[config.mk]
export PLATFORM = sky130hd
export DESIGN_NAME = mem_arbiter
export DESIGN_NICKNAME = d
export VERILOG_FILES = /design/src/rtl/mem_arbiter.sv
export SDC_FILE = /design/constraint.sdc
export NUM_CORES = 1
export LEC_CHECK = 0
export CORE_AREA = 2 2 181 183
export DETAILED_ROUTE_END_ITERATION = 10
export DIE_AREA = 0 0 183 185
export MAX_ROUTING_LAYER = met4
export PLACE_DENSITY = 0.52
export SLEW_MARGIN = 20
export SYNTH_ARGS = -nofsm -noshare
export SYNTH_HDL_FRONTEND = slang
export SYNTH_SLANG_ARGS = --single-unit
[constraint.sdc]
create_clock -name clk -period 1.65 [get_ports clk]
set_input_delay 0.33 -clock clk [delete_from_list [all_inputs] [get_ports clk]]
set_output_delay 0.33 -clock clk [all_outputs]
set_load 0.02 [all_outputs]
[src/rtl/mem_arbiter.sv]
// Two-port arbiter that shares the genrom read port between instruction fetch and data load.
// Define MEM_ARB_ROUND_ROBIN_EN for round-robin contention; otherwise fetch has fixed priority.
module mem_arbiter #(
  parameter int MEM_DEPTH = 6,
  parameter int MEM_EXTRA = 4
) (
  input  logic                          clk,
  input  logic                          reset,

  input  logic                          f_req,
  input  logic [MEM_DEPTH:0]            f_addr,
  input  logic [MEM_EXTRA-1:0]          f_extra,
  input  logic [MEM_DEPTH:0]            f_lower,
  input  logic [MEM_DEPTH:0]            f_upper,
  output logic                          f_gnt,
  output logic                          f_valid,
  output logic [(2**MEM_EXTRA)*8-1:0]   f_data,
  output logic                          f_error,

  input  logic                          d_req,
  input  logic [MEM_DEPTH:0]            d_addr,
  input  logic [MEM_EXTRA-1:0]          d_extra,
  input  logic [MEM_DEPTH:0]            d_lower,
  input  logic [MEM_DEPTH:0]            d_upper,
  output logic                          d_gnt,
  output logic                          d_valid,
  output logic [(2**MEM_EXTRA)*8-1:0]   d_data,
  output logic                          d_error,

  output logic [MEM_DEPTH:0]            mem_addr,
  output logic [MEM_EXTRA-1:0]          mem_extra,
  output logic [MEM_DEPTH:0]            mem_lower_bound,
  output logic [MEM_DEPTH:0]            mem_upper_bound,
  input  logic [(2**MEM_EXTRA)*8-1:0]   mem_data,
  input  logic                          mem_error
);

  typedef enum logic [1:0] {IDLE, BUSY, RESP} state_t;

  state_t state;
  logic   owner;
  logic   last;
  logic   win;

  // 0 = fetch wins, 1 = data wins; only meaningful when a request is pending
  always_comb begin
    win = 1'b0;
    if (f_req && d_req) begin
`ifdef MEM_ARB_ROUND_ROBIN_EN
      win = ~last;
`else
      win = 1'b0;
`endif
    end else begin
      win = d_req;
    end
  end

  always_ff @(posedge clk) begin
    if (reset) begin
      state           <= IDLE;
      owner           <= 1'b0;
      last            <= 1'b1;
      mem_addr        <= '0;
      mem_extra       <= '0;
      mem_lower_bound <= '0;
      mem_upper_bound <= '1;
      f_gnt           <= 1'b0;
      d_gnt           <= 1'b0;
      f_valid         <= 1'b0;
      d_valid         <= 1'b0;
    end else begin
      f_gnt   <= 1'b0;
      d_gnt   <= 1'b0;
      f_valid <= 1'b0;
      d_valid <= 1'b0;
      case (state)
        IDLE, RESP: begin
          if (f_req || d_req) begin
            owner <= win;
            last  <= win;
            f_gnt <= ~win;
            d_gnt <= win;
            if (win) begin
              mem_addr        <= d_addr;
              mem_extra       <= d_extra;
              mem_lower_bound <= d_lower;
              mem_upper_bound <= d_upper;
            end else begin
              mem_addr        <= f_addr;
              mem_extra       <= f_extra;
              mem_lower_bound <= f_lower;
              mem_upper_bound <= f_upper;
            end
            state <= BUSY;
          end else begin
            state <= IDLE;
          end
        end
        BUSY: begin
          // ROM captures mem_* at this edge, so its registered response lines up with RESP
          f_valid <= ~owner;
          d_valid <= owner;
          state   <= RESP;
        end
        default: state <= IDLE;
      endcase
    end
  end

  assign f_data  = f_valid ? mem_data : '0;
  assign d_data  = d_valid ? mem_data : '0;
  assign f_error = f_valid & mem_error;
  assign d_error = d_valid & mem_error;

endmodule
==> results.sh, run 1 <==
export IMPL_drc=0
export IMPL_rsz0062_at_grt="true"
export IMPL_dp_hpwl_mm=19.9
export IMPL_grt_max_degree=49
export IMPL_cts_made_buffers=5
export IMPL_finalSetupViolCount=15
export IMPL_multi_input_area_um2=2600
export IMPL_n_fill_cell=3476
export IMPL_io_buffers=469
export IMPL_fin_ws_ns=-0.0442
export IMPL_cp_arrival_ns=1.36
export IMPL_grt_usage=0.136
export IMPL_die_h_um=185
export IMPL_finalCritPeriodShare=1.03
export IMPL_leakage_nw=4.17
export IMPL_postSynthNetCount=621
export IMPL_crit_path_max_incr_delay_ns=0.39
export IMPL_cts_buffer_depth=2
export IMPL_yosys_warnings=0
export IMPL_pwr_share_seq=0.243
export IMPL_comb_power_share=0.499
export IMPL_hold_buffers=0
export IMPL_vias=4837
export IMPL_core_um2=32000
export IMPL_synth_seq_area_share=0.201
export IMPL_critical_path_peak_fanout=6
export IMPL_p_int_mw=2.44
export IMPL_die_w_um=183
export IMPL_skew_ns=0.00621
export IMPL_cts_root_buf="clkbuf_16"
export IMPL_p_sw_frac=0.328
export IMPL_worstReg2RegStart="state[0]$_SDFF_PP0_"
export IMPL_worst_pin_slew_ns=0.295
export IMPL_htreeDepth=2
export IMPL_wire_per_inst_um=19.2
export IMPL_synth_area_um2=3190
export IMPL_status="finished, violations left"
export IMPL_cts_tree="yes"
export IMPL_dieArea_um2=33900
export IMPL_placedCellCount=1305
export IMPL_finalHoldViolations=0
export IMPL_initial_core_util=0.0997
export IMPL_wirelength_mm=25.7
export IMPL_regArea_um2=648
export IMPL_dr_pass1_iters=4
export IMPL_crit_family="buffers and inverters"
export IMPL_crit_slowest_cell="dfxtp_4"
export IMPL_nets=1112
export IMPL_maxSlewViolCount=0
export IMPL_cp_required_ns=1.32
export IMPL_drt_iter0_markers=191
export IMPL_clock_fmax_ghz=0.590
export IMPL_synth_seq_cells=32
export IMPL_fin_cells=1342
export IMPL_worstSetupEndpointType="output pin"
export IMPL_crit_chain="buf_8 -> buf_12 -> buf_16 -> and2_4 -> buf_6"
export IMPL_avgSynthCellArea_um2=7.29
export IMPL_antenna_found_initial=4
export IMPL_cp_startpoint="f_valid$_SDFF_PP0_"
export IMPL_p_clk_frac=0.257
export IMPL_clock_sinks=32
export IMPL_relSlewSlack=0.803
export IMPL_postRouteAntennaNets=0
export IMPL_num_rows=66
export IMPL_grt_first_pass_wirelength_mm=32.7
export IMPL_holdCritPathClass="reg -> reg"
export IMPL_fin_util=0.288
export IMPL_gp_congestion=0.779
export IMPL_final_common_cell="clkdlybuf4s50_1"
export IMPL_mostFrequentLayoutCells="clkdlybuf4s50_1 (207), and2_1 (150), buf_6 (119), and2_4 (109), buf_4 (62)"
export IMPL_violations="negative setup slack"
export IMPL_synthCells=438
export IMPL_clk_latency_ns=0.29
export IMPL_first_global_vias=4710
export IMPL_area_growth_syn_to_layout_pct=188
export IMPL_startpoint_type="flop"
export IMPL_switchingPower_mw=1.19
export IMPL_ios=470
export IMPL_vdd_ir_drop_max_v=0.000394
export IMPL_grt_ovfl_total=0
export IMPL_min_period_ns=1.69
export IMPL_drive_above_1_share=0.500
export IMPL_synth_distinct_cells=22
export IMPL_powerDensity_nw_per_um2=393
export IMPL_maxCapViolations=0
export IMPL_crit_type="reg -> out"
export IMPL_min_from="owner$_SDFFE_PP0P_"
export IMPL_viasPerCell=3.60
export IMPL_crit_buf_inv=4
export IMPL_path_clk_slew_ns=0.05
[through the flow]
stage	hold slack (ns)	setup WS, ns	cell area, um^2	total power [mW]	setup TNS [ns]
after floorplan	0.386	0.119	3190	1.49	0
after global placement	0.406	-0.395	8540	2.49	-59.33
after detailed placement	0.404	-0.384	8540	2.49	-60.03
after CTS	0.421	-0.0955	8610	3.50	-4.85
after global routing	0.450	-0.0886	9220	3.81	-3.75
final	0.419	-0.0442	9220	3.62	-0.469
[state kept, by name, indices dropped and copies added (netlist names)]
| signal | cells |
|---|---|
| f_valid | 1 |
| mem_lower_bound | 7 |
| d_valid | 1 |
| f_gnt | 1 |
| mem_addr | 7 |
| owner | 1 |
| state | 2 |
| d_gnt | 1 |
| mem_upper_bound | 7 |
| mem_extra | 4 |
[worst paths after layout]
| kind | endpoint | slack [ns] | cells after the start |
|---|---|---|---|
| worst min-delay path | f_valid$_SDFF_PP0_ | 0.42 | 1 |
| worst max-delay path | f_data[25] | -0.04 | 5 |
| worst min register to register | f_valid$_SDFF_PP0_ | 0.42 | 1 |
| worst max register to register | mem_addr[5]$_SDFFE_PP0P_ | 0.48 | 4 |
[power groups by stage]
stage	registers, mW	logic [mW]	clock network [mW]
finish	0.882	1.81	0.932
CTS	0.882	1.65	0.970
detailed placement	0.897	1.59	0
floorplan	0.968	0.517	0
global route	0.891	1.91	1.00
global placement	0.895	1.59	0
[kinds of logic (layout without fill, tap and decap cells)]
kind of cell           after synthesis  in the layout  share of synthesized area
and+or+nand+nor                    305            305                      0.567
DFF                                 32             32                      0.201
AOI/OAI and AO/OA                   59             59                      0.161
other                                0              4                          0
buffers and inverters               42            534                     0.0721
[layout make-up]
| cell class | instances | area share |
|---|---|---|
| diodes | 4 | 0.00109 |
| clock inverters | 3 | 0.00244 |
| multi-input cells | 364 | 0.282 |
| well taps | 408 | 0.0554 |
| clock buffers | 5 | 0.0136 |
| repair buffers | 526 | 0.575 |
| flip-flops and latches | 32 | 0.0703 |
[layer usage]
metal,part of all wire,up-vias,track usage
li1,-,2370,-
met1,0.43,2211,0.167
met2,0.48,238,0.219
met3,0.075,18,0.0442
met4,0.012,0,0.0250
met5,0,-,-
[cells in the mapped netlist]
| master | instances | area share |
|---|---|---|
| a22oi_1 | 7 | 0.016 |
| and2b_1 | 1 | 0.0024 |
| o21bai_4 | 1 | 0.0059 |
| nor2b_1 | 1 | 0.0020 |
| nor3_1 | 1 | 0.0016 |
| nand2_1 | 21 | 0.025 |
| a211oi_2 | 17 | 0.067 |
| and2_1 | 259 | 0.51 |
| buf_4 | 3 | 0.0071 |
| nor3b_1 | 2 | 0.0047 |
| a21oi_1 | 15 | 0.024 |
| a311oi_2 | 1 | 0.0047 |
| o21ba_4 | 1 | 0.0051 |
| nor2_1 | 19 | 0.022 |
| clkbuf_1 | 28 | 0.033 |
| buf_6 | 6 | 0.021 |
| buf_2 | 4 | 0.0063 |
| dfxtp_1 | 32 | 0.20 |
| nand2b_1 | 1 | 0.0020 |
| o21ai_0 | 7 | 0.011 |
| a21oi_2 | 10 | 0.027 |
| buf_8 | 1 | 0.0047 |
[timing repair]
item	4_1_cts	5_1_grt
hold endpoints to repair	0	0
setup endpoints to repair	249	193
buffers inserted	10	1
pin swaps	12	39
gates resized for setup	990	362
cloned	8	9
Note: power is estimated with default switching activity, not from simulation.
==> run 2, diff against run 1 <==
SKIP_LAST_GASP = 1   (was not set)
==> results.sh, run 2 (synthesized netlist as in run 1, its figures left out) <==
export IMPL_status="finished, violations left"
export IMPL_violations="negative setup slack"
export IMPL_min_period_ns=1.73
export IMPL_n_fill_cell=3556
export IMPL_ios=470
export IMPL_place_ws_ns=-0.384
export IMPL_wirelength_mm=25.8
export IMPL_skew_ns=0.00640
export IMPL_io_buffers=469
export IMPL_met1_usage=0.167
export IMPL_cts_root_buf="clkbuf_16"
export IMPL_num_rows=66
export IMPL_wire_per_inst_um=19.3
export IMPL_viasPerCell=3.59
export IMPL_grt_first_pass_wirelength_mm=32.8
export IMPL_drt_iter0_markers=161
export IMPL_core_um2=32000
export IMPL_cp_required_ns=1.32
export IMPL_cp_arrival_ns=1.40
export IMPL_finalCritPeriodShare=1.05
export IMPL_area_growth_syn_to_layout_pct=167
export IMPL_finalHoldViolations=0
export IMPL_die_h_um=185
export IMPL_fin_ws_ns=-0.0833
export IMPL_initial_core_util=0.0997
export IMPL_clock_fmax_ghz=0.577
export IMPL_finalSetupViolCount=63
export IMPL_worst_pin_slew_ns=0.296
export IMPL_worstSetupEndpointType="output pin"
export IMPL_dieArea_um2=33900
export IMPL_grt_max_degree=49
export IMPL_busiest_layer="met2"
export IMPL_maxCapViolations=0
export IMPL_first_global_vias=4728
export IMPL_leakage_nw=3.96
export IMPL_cts_made_buffers=5
export IMPL_critical_path_peak_fanout=20
export IMPL_nets=1111
export IMPL_crit_type="reg -> out"
export IMPL_hold_buffers=0
export IMPL_htreeDepth=2
export IMPL_dr_pass1_iters=4
export IMPL_holdCritPathClass="reg -> reg"
export IMPL_drc=0
export IMPL_die_w_um=183
export IMPL_met3_usage=0.0440
export IMPL_postRouteAntennaNets=0
export IMPL_path_clk_slew_ns=0.05
export IMPL_startpoint_type="flop"
export IMPL_final_common_cell="and2_1"
export IMPL_gp_congestion=0.779
export IMPL_finalSetupTns_ns=-2.54
export IMPL_powerDensity_nw_per_um2=408
export IMPL_mostFrequentLayoutCells="and2_1 (229), clkdlybuf4s50_1 (208), buf_4 (93), buf_2 (79), clkbuf_2 (43)"
export IMPL_dp_hpwl_mm=19.9
export IMPL_antenna_found_initial=5
export IMPL_drive_above_1_share=0.403
export IMPL_relSlewSlack=0.802
export IMPL_cts_buffer_depth=2
export IMPL_vias=4816
export IMPL_rsz0062_at_grt="true"
export IMPL_grt_usage=0.136
export IMPL_clock_sinks=32
export IMPL_grt_ovfl_total=0
export IMPL_clk_latency_ns=0.28
export IMPL_maxSlewViolCount=0
export IMPL_met2_usage=0.221
export IMPL_cts_tree="yes"
export IMPL_vdd_ir_drop_max_v=0.000394
export IMPL_reg_top3="mem_addr (7), mem_lower_bound (7), mem_upper_bound (7)"
## run 2: worst max-delay path, stage by stage (launching register included)
cell and delay, ns:
dfxtp_4 0.38, buf_4 0.15, buf_12 0.13, buf_16 0.15
and2_1 0.16, buf_4 0.16
## run 2: final cells by class
class | instances | area (um^2) | share of cell area
flip-flops and latches | 32 | 648 | 0.0759
clock buffers | 5 | 125 | 0.0146
well taps | 408 | 510 | 0.0598
clock inverters | 3 | 22.5 | 0.00264
multi-input cells | 364 | 2400 | 0.281
diodes | 4 | 10.0 | 0.00117
repair buffers | 525 | 4830 | 0.565
## run 2: routing by layer
metal  part of all wire  vias up
li1                   -     2369
met1               0.43     2191
met2               0.48      240
met3              0.074       16
met4             0.0098        0
met5                  0        -
## run 2: repair_timing
action,4_1_cts,5_1_grt
gates cloned,8,6
buffers inserted,10,3
setup endpoints to repair,249,219
pin swaps,8,1
resized for setup,834,235
## run 2: per-stage QoR
| step | cell area (um^2) | utilization | cells | hold WS (ns) | power (mW) |
|---|---|---|---|---|---|
| final | 8540 | 0.267 | 1341 | 0.419 | 3.48 |
| after global routing | 8540 | 0.267 | 1341 | 0.450 | 3.66 |
| after CTS | 8840 | 0.276 | 1330 | 0.421 | 3.50 |
| after detailed placement | 8540 | 0.267 | 1305 | 0.404 | 2.49 |
| after global placement | 8540 | 0.267 | 1305 | 0.406 | 2.49 |
| after floorplan | 3190 | - | 438 | 0.386 | 1.49 |
## run 2: power breakdown
group	internal (mW)	switching, mW	leakage [nW]
Sequential	0.840	0.0408	0.267
Clock	0.562	0.370	0.0704
Combinational	0.923	0.746	3.62
## run 2: final timing paths
check                            from                  endpoint  slack (ns)  depth (start not counted)
setup / recovery   d_valid$_SDFF_PP0_                d_data[69]       -0.08                          5
hold / removal     owner$_SDFFE_PP0P_        f_valid$_SDFF_PP0_        0.42                          1
hold reg to reg    owner$_SDFFE_PP0P_        f_valid$_SDFF_PP0_        0.42                          1
setup reg to reg  state[0]$_SDFF_PP0_  mem_addr[5]$_SDFFE_PP0P_        0.48                          4
==> variant 1 (config.mk and constraints of run 2) <==
`MEM_EXTRA`: 4 -> 2.
--- a/src/rtl/mem_arbiter.sv
+++ b/src/rtl/mem_arbiter.sv
@@ -4,3 +4,3 @@
   parameter int MEM_DEPTH = 6,
-  parameter int MEM_EXTRA = 4
+  parameter int MEM_EXTRA = 2
 ) (
Interface: changed (6 resized); port bits go from 470 to 176. The function was not compared with the original's and may differ.
==> variant 1 against run 2 <==
Total power down 26%; global-route usage down 8.7 points; cell area down 53%; sequential cell count down 2; synthesized area down 45%; routed wire length down 67%; count of clock-buffer cells in the layout up 2; via count down 55%; sequential power down 6.8%; worst setup slack better by 0.14 ns; die area unchanged; first-iteration DRC count down 72%; clock power up 5.7%; clock skew up 0.00075 ns; critical path type is now input port to primary output; critical endpoint is now d_data[22]; largest power group is now clock.
==> variant 1: results (changes against run 2) <==
Parameter                              Value

Status
  Status    finished clean

Timing
  Post-layout worst setup margin    0.0583 ns (+0.142 ns)
  Clock skew after layout    0.00715 ns (+0.000750 ns)
  Worst hold slack across all endpoints    0.406 ns (-0.0121 ns)

Setup path
  Launching element of the worst setup path    mem_data[22]
  End of the worst register-to-register path    mem_addr[1]$_SDFFE_PP0P_
  Data arrival, critical path    1.26 ns (-0.14 ns)

Global routing
  Global-route usage over all layers    4.92% (-8.7 points)
  Via count of the first global-routing pass    2,062 (-56%)
  Initial antenna violation count    0 (-5)
  Global-route wire length before repair    12,000 µm (-63%)

Hold path
  Worst hold path type    input port to flip-flop
  Worst Hold End    mem_upper_bound[4]$_SDFFE_PP1P_
  Hold Path Depth    3 (+2)

Place
  Dpl cells    793 (-39%)
  Dpl ws    -0.278 ns (+0.106 ns)
  Final weighted congestion of routability-driven global placement    0.630 (-19%)

Route
  Sum of routed wire length over all layers    8440 µm (-67%)
  Via Count    2,167 (-55%)

Power
  Max rail drop VDD    0.281 mV (-29%)
  Leakage power of the design    1.58 nW (-60%)
  Internal power summed over all cells    0.00181 W (-22%)

Finish
  Clock-cell share of area    3.67% (+1.9 points)
  Number of diodes added for antenna fixing    0 (-4)
  Final net count    475 (-57%)
  Clock tree buffer count of the final layout    7 (+2)
  Total area of multi-input combinational cells    0.00100 mm² (-58%)
  Number of inserted filler cells in the final layout    3,679 (+3.5%)
  Number of standard cells in the final layout excluding fillers    801 (-40%)
  Area share of buffers outside the clock network    43.8% (-13 points)
  Non-clock buffer count in the final layout    191 (-64%)

Synth
  Cells taking the most area after synthesis    sky130_fd_sc_hd__dfxtp_1 34%, sky130_fd_sc_hd__and2_1 24%, sky130_fd_sc_hd__a21oi_1 6.6%
  Avg Inst Size Synth    8.14 µm² (+12%)
  Sequential fraction of the synthesis area    34.5% (+14 points)
  Distinct cell type count of the synthesized netlist    24 (+9.1%)
  Synth Area in Compound Gates    23.2% (+7.1 points)
  Most common library cells after synthesis    67 x sky130_fd_sc_hd__and2_1, 30 x sky130_fd_sc_hd__dfxtp_1, 23 x sky130_fd_sc_hd__a21oi_1
  Syn nets    297 (-52%)

CTS
  Post-CTS setup buffer count    0 (-10)
variant 1: cell types whose count changed in the layout (fill, tap and decap cells not counted), moves of 8 or more:
| cell | before | now |
|---|---|---|
| sky130_fd_sc_hd__buf_6 | 33 | 0 |
| sky130_fd_sc_hd__and2_4 | 30 | 0 |
| sky130_fd_sc_hd__and2_1 | 229 | 67 |
| sky130_fd_sc_hd__a21oi_2 | 10 | 0 |
| sky130_fd_sc_hd__clkdlybuf4s15_1 | 4 | 19 |
| sky130_fd_sc_hd__buf_4 | 93 | 9 |
| sky130_fd_sc_hd__buf_12 | 19 | 7 |
| sky130_fd_sc_hd__clkdlybuf4s50_1 | 208 | 102 |
| sky130_fd_sc_hd__clkdlybuf4s15_2 | 22 | 5 |
| sky130_fd_sc_hd__buf_2 | 79 | 1 |
| sky130_fd_sc_hd__a21oi_1 | 15 | 23 |
| sky130_fd_sc_hd__a211oi_2 | 17 | 9 |
variant 1: metal layers:
| metal | up-vias | global-route usage, % | share of wire (%) |
|---|---|---|---|
| met3 | 9 | 2.08 | 12 |
| met5 | - | - | 0 |
| met4 | 0 | 1.66 | 2.0 |
| li1 | 1065 | - | - |
| met2 | 136 | 8.67 | 48 |
| met1 | 957 | 4.90 | 38 |
variant 1: per-stage QoR:
step                util [%]  total power, W  instance area, µm²
finish                  12.6         0.00258                4030
floorplan                  -         0.00117                1740
global placement        12.7         0.00166                4070
global route            12.6         0.00276                4030
CTS                     13.0         0.00269                4170
detailed placement      12.7         0.00166                4070
variant 1: timing repair:
action                                 in CTS  in global routing
hold buffers                                0                  0
gates resized for setup                   105                 73
endpoints found under the hold margin       0                  0
cloned                                      0                  0
setup endpoints to repair                  70                 62
==> variant 2 (settings of run 2) <==
Without the edit above. Re-encode `state_t` (3 states) as one-hot, 3 bits wide.
--- a/src/rtl/mem_arbiter.sv
+++ b/src/rtl/mem_arbiter.sv
@@ -37,3 +37,3 @@
 
-  typedef enum logic [1:0] {IDLE, BUSY, RESP} state_t;
+  typedef enum logic [2:0] {IDLE = 3'b001, BUSY = 3'b010, RESP = 3'b100} state_t;
 
Check against the original RTL: same outputs for any inputs over 4 cycles, from zero or initial values and one cycle with reset high; so few cycles prove little.
==> variant 2 against run 2 <==
Worst setup slack got worse by 0.082 ns; utilization increased by 1.4 points; sequential share of layout area decreased by 0.16 points; routed wire length decreased by 1.2%; critical path type unchanged; cell area increased by 5.3%; largest cell class unchanged; sequential cell count increased by 1; total power decreased by 0.45%; the flow still finishes with violations (setup timing); synthesized area decreased by 3.6%.
==> variant 2: results (changes against run 2) <==
Parameter                              Value

Setup path
  Largest stage delay on the critical path    0.35 ns (-0.03 ns)
  End of the worst register-to-register path    mem_extra[0]$_SDFFE_PP0P_
  Reg-to-reg critical path startpoint    state[1]$_SDFF_PP0_
  Setup slack on the worst flop-to-flop path    0.36 ns (-0.12 ns)
  Endpoint of the most critical setup path    f_data[101]
  Crit path max fanout    7 (-65%)
  Launching element of the worst setup path    f_valid$_SDFF_PP0_

Synth
  Synth Area in Compound Gates    10.0% (-6.0 points)
  Multiplexer area fraction after synthesis    8.13% (+8.1 points)
  Distinct cell type count of the synthesized netlist    21 (-4.5%)
  Cells taking the most area after synthesis    sky130_fd_sc_hd__and2_1 53%, sky130_fd_sc_hd__dfxtp_1 21%, sky130_fd_sc_hd__mux2i_1 8.1%
  Most common library cells after synthesis    260 x sky130_fd_sc_hd__and2_1, 33 x sky130_fd_sc_hd__dfxtp_1, 28 x sky130_fd_sc_hd__clkbuf_1
  Avg Inst Size Synth    7.87 µm² (+7.9%)
  Syn nets    574 (-7.6%)

Timing
  Sum of negative setup slack    -6.55 ns (-4.01 ns)
  Count of endpoints failing setup in the final report    103 (+63%)
  Clock skew after layout    0.00634 ns (-0.0000677 ns)
  Post-layout worst setup margin    -0.165 ns (-0.0815 ns)
  Actual slew at the worst max-slew pin    0.557 ns (+0.261 ns)

Route
  Sum of routed wire length over all layers    25,500 µm (-1.2%)
  Drt first-iter violations    85 (-47%)
  Drt via density    3.51 (-2.2%)

Global routing
  Global-route usage over all layers    13.2% (-0.41 points)
  Global-route wire length before repair    31,600 µm (-3.8%)
  Maximum number of pins on one net before global-route repair    28 (-43%)
  Initial antenna violation count    8 (+3)
  Via count of the first global-routing pass    4,381 (-7.3%)

Finish
  Number of inserted filler cells in the final layout    3,467 (-2.5%)
  Final net count    1,073 (-3.4%)
  Fraction of final layout cells with drive strength greater than 1    48.7% (+8.5 points)

Place
  Area post-placement    0.00837 mm² (-2.1%)
  Dpl ws    -0.386 ns (-0.00206 ns)
  Detail Placement HPWL    19,000 µm (-4.7%)
  Final weighted congestion of routability-driven global placement    0.751 (-3.6%)

Status
  Status    finished, violations left
  Violations in the final reports    setup timing

Power
  Leakage power of the design    4.24 nW (+7.1%)
  Max rail drop VDD    0.373 mV (-5.3%)
==> variant 2: metal layers <==
layer	up-vias	wire length [µm]	track usage, %
met3	15	1520	3.03
met4	0	175	1.70
met2	245	12300	22.1
li1	2258	-	-
met5	-	0	-
met1	2061	11500	16.7
==> variant 2: report_power, final <==
part           leakage [nW]  switching, W  internal [W]
Sequential            0.273     0.0000542      0.000889
Clock                0.0785      0.000330      0.000707
Combinational          3.89      0.000606      0.000879
Total                  4.24      0.000990       0.00247
==> variant 2: final cells by class <==
| class | count | area share (%) |
|---|---|---|
| diodes | 5 | 0.139 |
| clock buffers | 6 | 1.43 |
| clock inverters | 2 | 0.376 |
| inverters | 1 | 0.0417 |
| multi-input cells | 321 | 27.7 |
| flip-flops and latches | 33 | 7.43 |
| well taps | 408 | 5.68 |
| repair buffers | 528 | 57.2 |
==> variant 2: timing repair <==
item	in CTS	in global routing
buffers inserted	14	9
cloned	8	12
pin swaps	0	25
gates resized for setup	904	426
setup endpoints to repair	254	215
